## src/rtl/mux_sel_scheduler.sv

```systemverilog
// Round-robin select sequencer for the downstream 4:1 mux; holds each grant for DWELL cycles.
// Latency: request to grant 1 cycle; back-to-back grants with no idle gap when requests remain.
// Backpressure: none; a grant ends early when its own request drops, en only gates new grants.
//
// Ports:
//   clk        rising-edge clock
//   rst        asynchronous active-high reset
//   en         scheduler enable (gates new grants only)
//   req[3:0]   per-channel request, req[i] -> mux input wi
//   s1, s0     mux select pair (held while idle so the mux output stays stable)
//   gnt[3:0]   one-hot grant, zero while not valid
//   valid      grant active, qualifies mux output y
//   done       last cycle of a grant that ran its full dwell
module mux_sel_scheduler #(
    parameter int DWELL = 4,
    parameter int CW    = 8
) (
    input  logic       clk,
    input  logic       rst,
    input  logic       en,
    input  logic [3:0] req,
    output logic       s0,
    output logic       s1,
    output logic [3:0] gnt,
    output logic       valid,
    output logic       done
);

    typedef enum logic {
        IDLE  = 1'b0,
        GRANT = 1'b1
    } state_t;

    state_t        r_state;
    state_t        w_state_nxt;

    logic [1:0]    r_sel;
    logic [1:0]    r_ptr;
    logic [3:0]    r_gnt;
    logic          r_valid;
    logic [CW-1:0] r_cnt;

    logic [1:0]    w_win;
    logic          w_any;
    logic          w_end;
    logic          w_load;

    // Round-robin pick: scanning from the lowest priority (ptr itself) up to
    // ptr+1 lets the last hit be the highest-priority requester.
    always_comb begin
        w_win = r_ptr;
        for (int k = 4; k >= 1; k--) begin
            if (req[r_ptr + 2'(k)]) begin
                w_win = r_ptr + 2'(k);
            end
        end
    end

    assign w_any  = |req;
    // A grant ends either on dwell expiry or when its own request drops.
    assign w_end  = (r_state == GRANT) && ((r_cnt == '0) || !req[r_sel]);
    assign w_load = en && w_any && ((r_state == IDLE) || w_end);

    // State register
    always_ff @(posedge clk or posedge rst) begin
        if (rst) begin
            r_state <= IDLE;
        end else begin
            r_state <= w_state_nxt;
        end
    end

    // Next-state logic
    always_comb begin
        w_state_nxt = r_state;
        case (r_state)
            IDLE: begin
                if (w_load) begin
                    w_state_nxt = GRANT;
                end
            end
            GRANT: begin
                if (w_end) begin
                    w_state_nxt = w_load ? GRANT : IDLE;
                end
            end
            default: w_state_nxt = IDLE;
        endcase
    end

    // Registered grant datapath
    always_ff @(posedge clk or posedge rst) begin
        if (rst) begin
            r_sel   <= 2'd0;
            r_ptr   <= 2'd3;
            r_gnt   <= 4'b0000;
            r_valid <= 1'b0;
            r_cnt   <= '0;
        end else begin
            if (w_load) begin
                r_sel   <= w_win;
                r_ptr   <= w_win;
                r_gnt   <= 4'b0001 << w_win;
                r_valid <= 1'b1;
                r_cnt   <= CW'(DWELL - 1);
            end else if (w_end) begin
                // Select is deliberately left untouched while idle.
                r_valid <= 1'b0;
                r_gnt   <= 4'b0000;
            end else if ((r_state == GRANT) && (r_cnt != '0)) begin
                r_cnt   <= r_cnt - 1'b1;
            end
        end
    end

    // Outputs
    always_comb begin
        s0    = r_sel[0];
        s1    = r_sel[1];
        gnt   = r_gnt;
        valid = r_valid;
        done  = r_valid && (r_cnt == '0);
    end

endmodule
```

## config.mk

```make
export PLATFORM = sky130hd
export DESIGN_NAME = mux_sel_scheduler
export DESIGN_NICKNAME = d
export VERILOG_FILES = /design/src/rtl/mux_sel_scheduler.sv
export SDC_FILE = /design/constraint.sdc
export NUM_CORES = 1
export LEC_CHECK = 0
export BUFFER_PORTS_ARGS = -buffer_cell sky130_fd_sc_hd__buf_2
export CAP_MARGIN = 15
export CORE_MARGIN = 2
export CORE_UTILIZATION = 49
export CTS_CLUSTER_SIZE = 8
export DETAILED_ROUTE_END_ITERATION = 12
export PLACE_DENSITY_LB_ADDON = 0.2
export RECOVER_POWER = 50
export SYNTH_ARGS = -nofsm -noshare
export SYNTH_HDL_FRONTEND = slang
export SYNTH_SLANG_ARGS = --single-unit
export TNS_END_PERCENT = 100
```

## constraint.sdc

```tcl
create_clock -name clk -period 1.9 [get_ports clk]
set_input_delay 0.285 -clock clk [delete_from_list [all_inputs] [get_ports clk]]
set_output_delay 0.285 -clock clk [all_outputs]
set_load 0.01 [all_outputs]
```

==> results.toml <==
[synth]
synth-edff-count = 0
ys_seq_area_share_pct = 47.6
yosys_register_bits = 18
ys_types = 42
async_reset_ff_share_pct = 100
ys_top_cells_by_area = "dfrtp_1 (42%), dfstp_2 (5.5%), a21oi_1 (4.7%), nor3_1 (3.7%), inv_1 (2.4%)"
yosysTopAreaCell = "dfrtp_1"
ys_warn_count = 0
synth_top_area_share_pct = 42.1
netlist_area_sq_um = 951
avgSynthCellArea_sq_um = 10.6
syn_nets = 98
synthCells = 90
ys.flop_type = "dfrtp_1"

[power_and_ir_drop]
power_frac_clock_pct = 10.2
switchingPower_uw = 928
pwr-share-seq_pct = 32.6
combPwrFrac_pct = 57.2
power_leakage_nw = 0.628
pwr_density_cell_mw_per_mm2 = 1760
swShare_pct = 40.0
internal_power_mw = 1.39
peakVddDrop_v = 0.000945

[critical_path]
worstSetupEndpointType = "flip-flop"
startpoint_type = "flip-flop"
worstSetupPathType = "flip-flop to flip-flop"
cp_cell_sequence = "inv_2, ha_4, or4b_4, buf_4, o211a_4, or3_4, o21a_1"
cp_num_buf_inv = 2
cp.arrival_ps = 2270
crit_required_ps = 2080
cp_top_family = "simple AND/OR/NAND/NOR gates"
cp_max_fo = 7
rrSetupSlack_ps = -180
critical-path-slowest-cell = "or4b_4"
slowest_delay_ps = 460

[finish]
nets = 138
design_area_sq_mm = 0.00132
n_fill_cell = 126
final_cell_mix = "buf_4 (18), dfrtp_1 (16), buf_2 (14)"
num_antenna_cells = 0
drive_gt1_share_pct = 46.5
layout_commonest_cell = "buf_4"
areaGrowthSynthToFinish_pct = 38.4

[floorplan]
core_sq_mm = 0.00178
die_area_sq_mm = 0.00231
die_h_um = 48.1
dieWidth_um = 48.1
initial_utilization_pct = 53.3
rows = 15
io_pins = 15

[clock_network]
cts_htree_levels = 1
cts_buffers = 3
cts_tree = "built"
root_buffer = "clkbuf_4"
cts_hold_buf = 0
clkLatencyLatePin_ps = 280
path_clk_slew_ps = 110
cts_buffer_depth = 2
clkSinkCount = 18

[status]
run_status = "finished, violations left"
failed_checks = "negative setup slack"

[timing]
finalCritPeriodShare_pct = 110
worst_pin_slew_ps = 706
grt_setup_unrepaired = "true"
fin_crit_ps = 2080
skew_ps = 1.79
fin_ws_ps = -185
clock.fmax_mhz = 480
max_slew_margin_pct = 52.3
tns_ps = -1530
slew_viol_final = 0
finalSetupViolCount = 17
hold_violations = 0

[place]
dpl-instance-area_sq_mm = 0.00120
place.detailed.hpwl_mm = 1.56
dp_slack_ps = -54.0
portBuffers = 14
place_congestion = 0.822

[grt]
grt.total_usage_pct = 22.0
grt_start_max_net_pins = 19
grt_pass1_wl_mm = 3.53
grt_overflow_total = 0
antenna_found_initial = 0
grt_pass1_vias = 829

[route]
vias_per_cell = 5.66
drt_pre_antenna_iters = 4
drt-initial-drc-count = 16
totalWireLength_mm = 2.26
drtAntennaViolNets = 0
wl_per_cell_um = 14.7
post-route-drc-count = 0
num_vias = 871

[flow_run]
cap_violations = 0

[worst_hold_path]
hp-class = "input pin to async pin"
[power by group through the flow]
stage / sequential, mW / combinational [mW] / clock, mW
after floorplan: 0.761 / 0.644 / 0
after global placement: 0.747 / 1.12 / 0
after detailed placement: 0.755 / 1.14 / 0
after CTS: 0.746 / 1.21 / 0.235
after global routing: 0.784 / 1.46 / 0.253
final: 0.757 / 1.33 / 0.236
[logic make-up (layout without fill, tap and decap cells)]
family | after synthesis | count (layout) | share of synthesized area (%)
flops | 18 | 18 | 47.6
fa+ha+maj | 1 | 1 | 1.32
xor+xnor | 1 | 1 | 0.921
mux | 2 | 2 | 3.42
simple gates | 26 | 26 | 16.1
compound gates | 34 | 34 | 27.4
buf+inv | 8 | 47 | 3.29
[Yosys cell counts (2+ instances only)]
| cell type | count |
|---|---|
| dfstp_2 | 2 |
| o21a_1 | 2 |
| a21oi_1 | 9 |
| nand2b_1 | 2 |
| nor2_1 | 5 |
| nand3_1 | 2 |
| inv_1 | 6 |
| a211o_1 | 2 |
| dfrtp_1 | 16 |
| a21o_1 | 2 |
| o21ai_0 | 4 |
| or3_1 | 2 |
| nor3_1 | 7 |
[per-stage QoR]
stage,total power [mW],hold WS [ps],utilization [%],std cells
floorplan,1.41,222,-,90
global placement,1.87,402,67.2,146
detailed placement,1.89,420,67.2,146
CTS,2.19,102,71.5,153
global route,2.50,144,73.8,154
finish,2.32,83.0,73.8,154
[sequential cells by signal (all words and copies together), names as in the netlist]
signal / cells
r_state: 1
r_sel: 2
r_cnt: 8
r_ptr: 2
valid: 1
gnt: 4
[repair_timing]
action,4_1_cts,5_1_grt
pin swaps,1,3
setup endpoints to repair,7,19
gates resized for setup,5,8
buffers inserted,3,1
hold endpoints to repair,0,0
[worst register-to-register path, stage by stage (launching register included)]
cell and delay (ps):
dfrtp_1 410, inv_2 70, ha_4 120, or4b_4 460, buf_4 170, o211a_4 270, or3_4 360, o21a_1 120
[worst paths after layout]
kind	start	to	cells past startpoint
max	r_cnt[1]	r_sel[1]	7
min	rst	gnt[3]	2
max reg2reg	r_cnt[1]	r_sel[1]	7
min reg2reg	gnt[2]	gnt[2]	1
max in group asynchronous	rst	r_sel[0]	2
min in group clk	gnt[2]	gnt[2]	1
[layer usage]
metal,track usage (%),wire length (um),vias to the layer above
met3,3.40,89,4
met2,36.3,1040,26
met5,0,0,-
met4,4.86,31,0
met1,30.7,1100,417
li1,-,-,424
[area by class of cell]
type	instances	area, sq um	share of cell area (%)
Inverter	6	22.5	1.71
Timing Repair Buffer	37	262	19.9
Clock buffer	4	36.3	2.76
Sequential cell	18	453	34.4
Multi-Input combinational cell	64	512	38.9
Tap cell	25	31.3	2.38
Power figures use the tool's default switching activity.
